<file path="src/rtl/multimode_oscillator.sv">
// multimode_oscillator: prescaled WIDTH-bit pattern walker (toggle/binary/gray/ring) with tick and wrap pulses
module multimode_oscillator #(
    parameter int WIDTH = 4,
    parameter int SEL_W = 2,
    parameter int DIV_W = 8,
    parameter logic [WIDTH-1:0] RESET_STATE = '0
) (
    input  logic             clk,
    input  logic             rst,
    input  logic             en,
    input  logic             load,
    input  logic [WIDTH-1:0] load_val,
    input  logic [SEL_W-1:0] sel,
    input  logic [1:0]       mode,
    input  logic [DIV_W-1:0] div,
    output logic [WIDTH-1:0] state,
    output logic             tick,
    output logic             wrap
);
    logic [WIDTH-1:0] state_q, state_d, anchor_q, anchor_d;
    logic [DIV_W-1:0] pcnt_q, pcnt_d;
    logic [SEL_W-1:0] sel_q, sel_d;
    logic [1:0]       mode_q, mode_d;
    logic             tick_q, tick_d, wrap_q, wrap_d;
    logic [WIDTH-1:0] bin, bin_inc, nxt;
    logic             adv, chg;
    always_comb begin
        for (int i = 0; i < WIDTH; i++) bin[i] = ^(state_q >> i);
        bin_inc = bin + 1'b1;
        // a shift of sel >= WIDTH clears the mask, so TOGGLE then holds state
        nxt = mode == 2'd0 ? state_q ^ ({{(WIDTH-1){1'b0}}, 1'b1} << sel) :
              mode == 2'd1 ? state_q + 1'b1 :
              mode == 2'd2 ? bin_inc ^ (bin_inc >> 1) :
                             {state_q[WIDTH-2:0], state_q[WIDTH-1]};
        adv      = en && pcnt_q == div;
        chg      = mode != mode_q || sel != sel_q;
        anchor_d = load ? load_val : chg ? state_q : anchor_q;
        state_d  = load ? load_val : adv ? nxt : state_q;
        pcnt_d   = load || adv ? '0 : en ? pcnt_q + 1'b1 : pcnt_q;
        tick_d   = !load && adv;
        wrap_d   = !load && adv && nxt == anchor_d;
        mode_d   = mode;
        sel_d    = sel;
    end
    always_ff @(posedge clk or negedge rst) begin
        if (!rst) begin
            state_q  <= RESET_STATE;
            anchor_q <= RESET_STATE;
            pcnt_q   <= '0;
            tick_q   <= 1'b0;
            wrap_q   <= 1'b0;
            mode_q   <= '0;
            sel_q    <= '0;
        end else begin
            state_q  <= state_d;
            anchor_q <= anchor_d;
            pcnt_q   <= pcnt_d;
            tick_q   <= tick_d;
            wrap_q   <= wrap_d;
            mode_q   <= mode_d;
            sel_q    <= sel_d;
        end
    end
    assign state = state_q;
    assign tick  = tick_q;
    assign wrap  = wrap_q;
endmodule

</file>
<file path="config.mk">
export PLATFORM = sky130hd
export DESIGN_NAME = multimode_oscillator
export DESIGN_NICKNAME = d
export VERILOG_FILES = /design/src/rtl/multimode_oscillator.sv
export SDC_FILE = /design/constraint.sdc
export NUM_CORES = 1
export LEC_CHECK = 0
export CAP_MARGIN = 20
export CORE_MARGIN = 2
export CORE_UTILIZATION = 50
export CTS_BUF_LIST = sky130_fd_sc_hd__clkbuf_4
export DETAILED_ROUTE_END_ITERATION = 12
export GPL_TIMING_DRIVEN = 0
export PLACE_DENSITY = 0.88
export RECOVER_POWER = 25
export SKIP_CTS_REPAIR_TIMING = 1
export SLEW_MARGIN = 20
export SYNTH_ARGS = -nofsm -noshare
export SYNTH_HDL_FRONTEND = slang
export SYNTH_SLANG_ARGS = --single-unit
</file>
<file path="constraint.sdc">
create_clock -name clk -period 4.1 [get_ports clk]
set_input_delay 1.23 -clock clk [delete_from_list [all_inputs] [get_ports clk]]
set_output_delay 1.23 -clock clk [all_outputs]
set_load 0.01 [all_outputs]
</file>
==> out/metrics.csv <==
stage,metric,value,unit
synth,post-synthesis cell area,1336,um^2
route,Routed Antenna Nets,0,
sta,RSZ-0062 raised after global routing,no,
route,DR iter-0 viols,22,
critical_path,Critical Path Sink Type,flop,
critical_path,CP startpoint kind,primary input,
power,leakage,0.6810,nW
sta,FMAX,345.2,MHz
hold_path,hold path start,pcnt_q[7]$_DFFE_PN0P_,
critical_path,CP Class,in -> reg,
sta,"Hold Vio Cnt, Final",0,
clocking,Root Driver,clkbuf_4,
die,Die Ht,55.70,um
place,global placer's final weighted congestion,0.8632,
hold_path,cell count of the worst hold path,2,
job,Max Cap Viol,0,
clocking,CTS Sinks,22,
final_layout,Syn-to-layout area delta,21.54,%
clocking,clk slew on worst S/H paths,0.12,ns
global_routing,initial antenna violation count,0,
global_routing,total global routing track utilization,18.97,%
final_layout,fin nets,193,
die,Core Area,2500,um^2
synth,ys async rst share,100.0,%
die,starting density of the core,53.45,%
global_routing,vias in the first global route,1094,
final_layout,fin util,64.96,%
sta,Final min period,2.897,ns
route,DR WL/cell,13.65,um
sta,Final Skew,0.002198,ns
critical_path,R2R cell count,6,
synth,syn_nets,165,
synth,Synth cell types,34,
global_routing,total global routing overflow,0,
synth,"EDFF count, synth",0,
final_layout,layout cells sized above 1,5.917,%
global_routing,first-pass GRT wire length,4781,um
clocking,CTS Buf Count,3,
route,DR vias/cell,5.573,
critical_path,r2r startpoint,state[1]$_DFFE_PN0N_,
sta,worst-margin pin slew,1.176,ns
sta,Final setup violation count,0,
power,PD cells,286.4,nW/um^2
clocking,Worst-Skew Late Latency,0.30,ns
clocking,H-Tree Depth,1,
final_layout,area occupied by multi-input gates,737.0,um^2
sta,Tcrit/Tclk final,70.66,%
route,DRC errors left,0,
critical_path,r2r setup slk,1.88,ns
critical_path,Required @ worst endpoint,4.31,ns
final_layout,Fill cells,204,
synth,"Seq/Total Area, Yosys",41.20,%
hold_path,WHS Endpoint,pcnt_q[7]$_DFFE_PN0P_,
outcome,outcome,"complete, no violations",
synth,syn_area_per_cell,9.410,um^2
final_layout,# diodes,0,
route,TritonRoute pass-1 iters,4,
sta,WHS,0.5888,ns
sta,total negative slack,0,ns
route,DR vias,1109,
synth,yosys warns,0,
final_layout,Storage cell area,550.5,um^2
critical_path,maximum fanout along the worst path,7,
synth,Syn Inst Count,142,
die,Rows,18,
die,width of the die,55.70,um
sta,"Slew Viols, Final",0,
power,maximum vdd drop,212.0,uV
critical_path,"Arr. time, crit path",3.10,ns
clocking,CTS tree,built,
final_layout,highest-count cells in the layout ignoring fill and taps,"dfrtp_1 (22), clkdlybuf4s50_1 (22), xnor2_1 (19), nor2_1 (14), nand2_1 (12)",
die,Die ar.,3102,um^2
sta,Slew headroom,21.61,%
hold_path,Hold WC Path Type,reg -> reg,
place,I/O Buffers,23,
clocking,Longest Clk Path Bufs,2,
global_routing,pin count of the biggest net entering global routing,23,
synth,top_reg_cell synth,dfrtp_1,
place,dpl hpwl,2131,um
synth,Yosys reg bits,22,
critical_path,r2r endpoint,wrap$_DFF_PN0_,
route,Detailed Route WL,2716,um
die,I/O pin cnt,26,
[flip-flops by register name (all words and copies together), names as in the netlist]
signal / flops
anchor_q: 4
mode_q: 2
pcnt_q: 8
sel_q: 2
state: 4
tick: 1
wrap: 1
[cell type report]
class / instances / share of cell area, %
plain buffers: 6 / 1.618
clock buffers: 3 / 1.387
clock inverters: 1 / 0.2311
inverters: 6 / 1.387
multi-input cells: 108 / 45.38
flip-flops and latches: 22 / 33.90
well taps: 30 / 2.311
repair buffers: 23 / 13.79
[routing by layer]
layer  global-route usage, %  routed length [um]  vias to the layer above
met4                   5.923                   2                        0
li1                        -                   -                      541
met2                   35.03                1420                       29
met5                       0                   0                        -
met1                   22.40                1186                      537
met3                   2.791                 107                        2
[metrics by stage]
step / power (mW) / setup slack, ns / area [um^2] / std cells
2_1_floorplan: 0.3228 / 1.723 / 1336 / 142
4_1_cts: 0.4710 / 1.147 / 1630 / 199
3_3_place_gp: 0.3652 / 0.9433 / 1604 / 195
6_report: 0.4651 / 1.203 / 1624 / 199
5_1_grt: 0.4953 / 1.022 / 1624 / 199
3_5_place_dp: 0.3719 / 0.8318 / 1604 / 195
[kinds of logic after synthesis]
group	Yosys count	share of synthesized area, %
simple gates	49	18.35
xor+xnor	25	16.39
compound gates	24	12.36
flops	22	41.20
buf+inv	12	3.651
mux	7	5.244
fa+ha+maj	3	2.809
[synthesized netlist by cell type (all sizes together) (3+ instances only)]
cell type | number | share of area [%]
dfrtp | 22 | 41
xnor2 | 19 | 12
nor2 | 14 | 3.9
nand2 | 12 | 3.4
mux2i | 7 | 5.2
nand3 | 7 | 2.6
o21ai | 7 | 2.9
inv | 6 | 1.7
xor2 | 6 | 3.9
a21oi | 4 | 1.5
nand4 | 4 | 2.3
nor2b | 4 | 1.9
buf | 3 | 1.1
clkbuf | 3 | 0.84
ha | 3 | 2.8
o211ai | 3 | 1.7
[worst max-delay path: stages]
cell	delay [ns]
clkdlybuf4s50_1	0.60
xnor2_1	0.17
nand4_2	0.24
mux2i_1	0.18
o21ai_0	0.27
xor2_1	0.12
nor4_2	0.29
[worst max-delay path by stage]
stage,start,to,slack (ns),cells past startpoint
final,mode[0],wrap$_DFF_PN0_,1.20,7
after floorplan,sel[0],wrap$_DFF_PN0_,1.72,6
after global routing,mode[0],wrap$_DFF_PN0_,1.02,7
after detailed placement,mode[0],wrap$_DFF_PN0_,0.83,7
after CTS,mode[0],wrap$_DFF_PN0_,1.15,7
after global placement,sel[0],wrap$_DFF_PN0_,0.94,7
[power breakdown]
part | leakage [nW] | switching [mW] | internal (mW)
registers | 0.282 | 0.0106 | 0.228
logic | 0.384 | 0.0651 | 0.0626
clock network | 0.0154 | 0.0628 | 0.0355
total | 0.681 | 0.139 | 0.327
(Power assumes the default switching activity.)
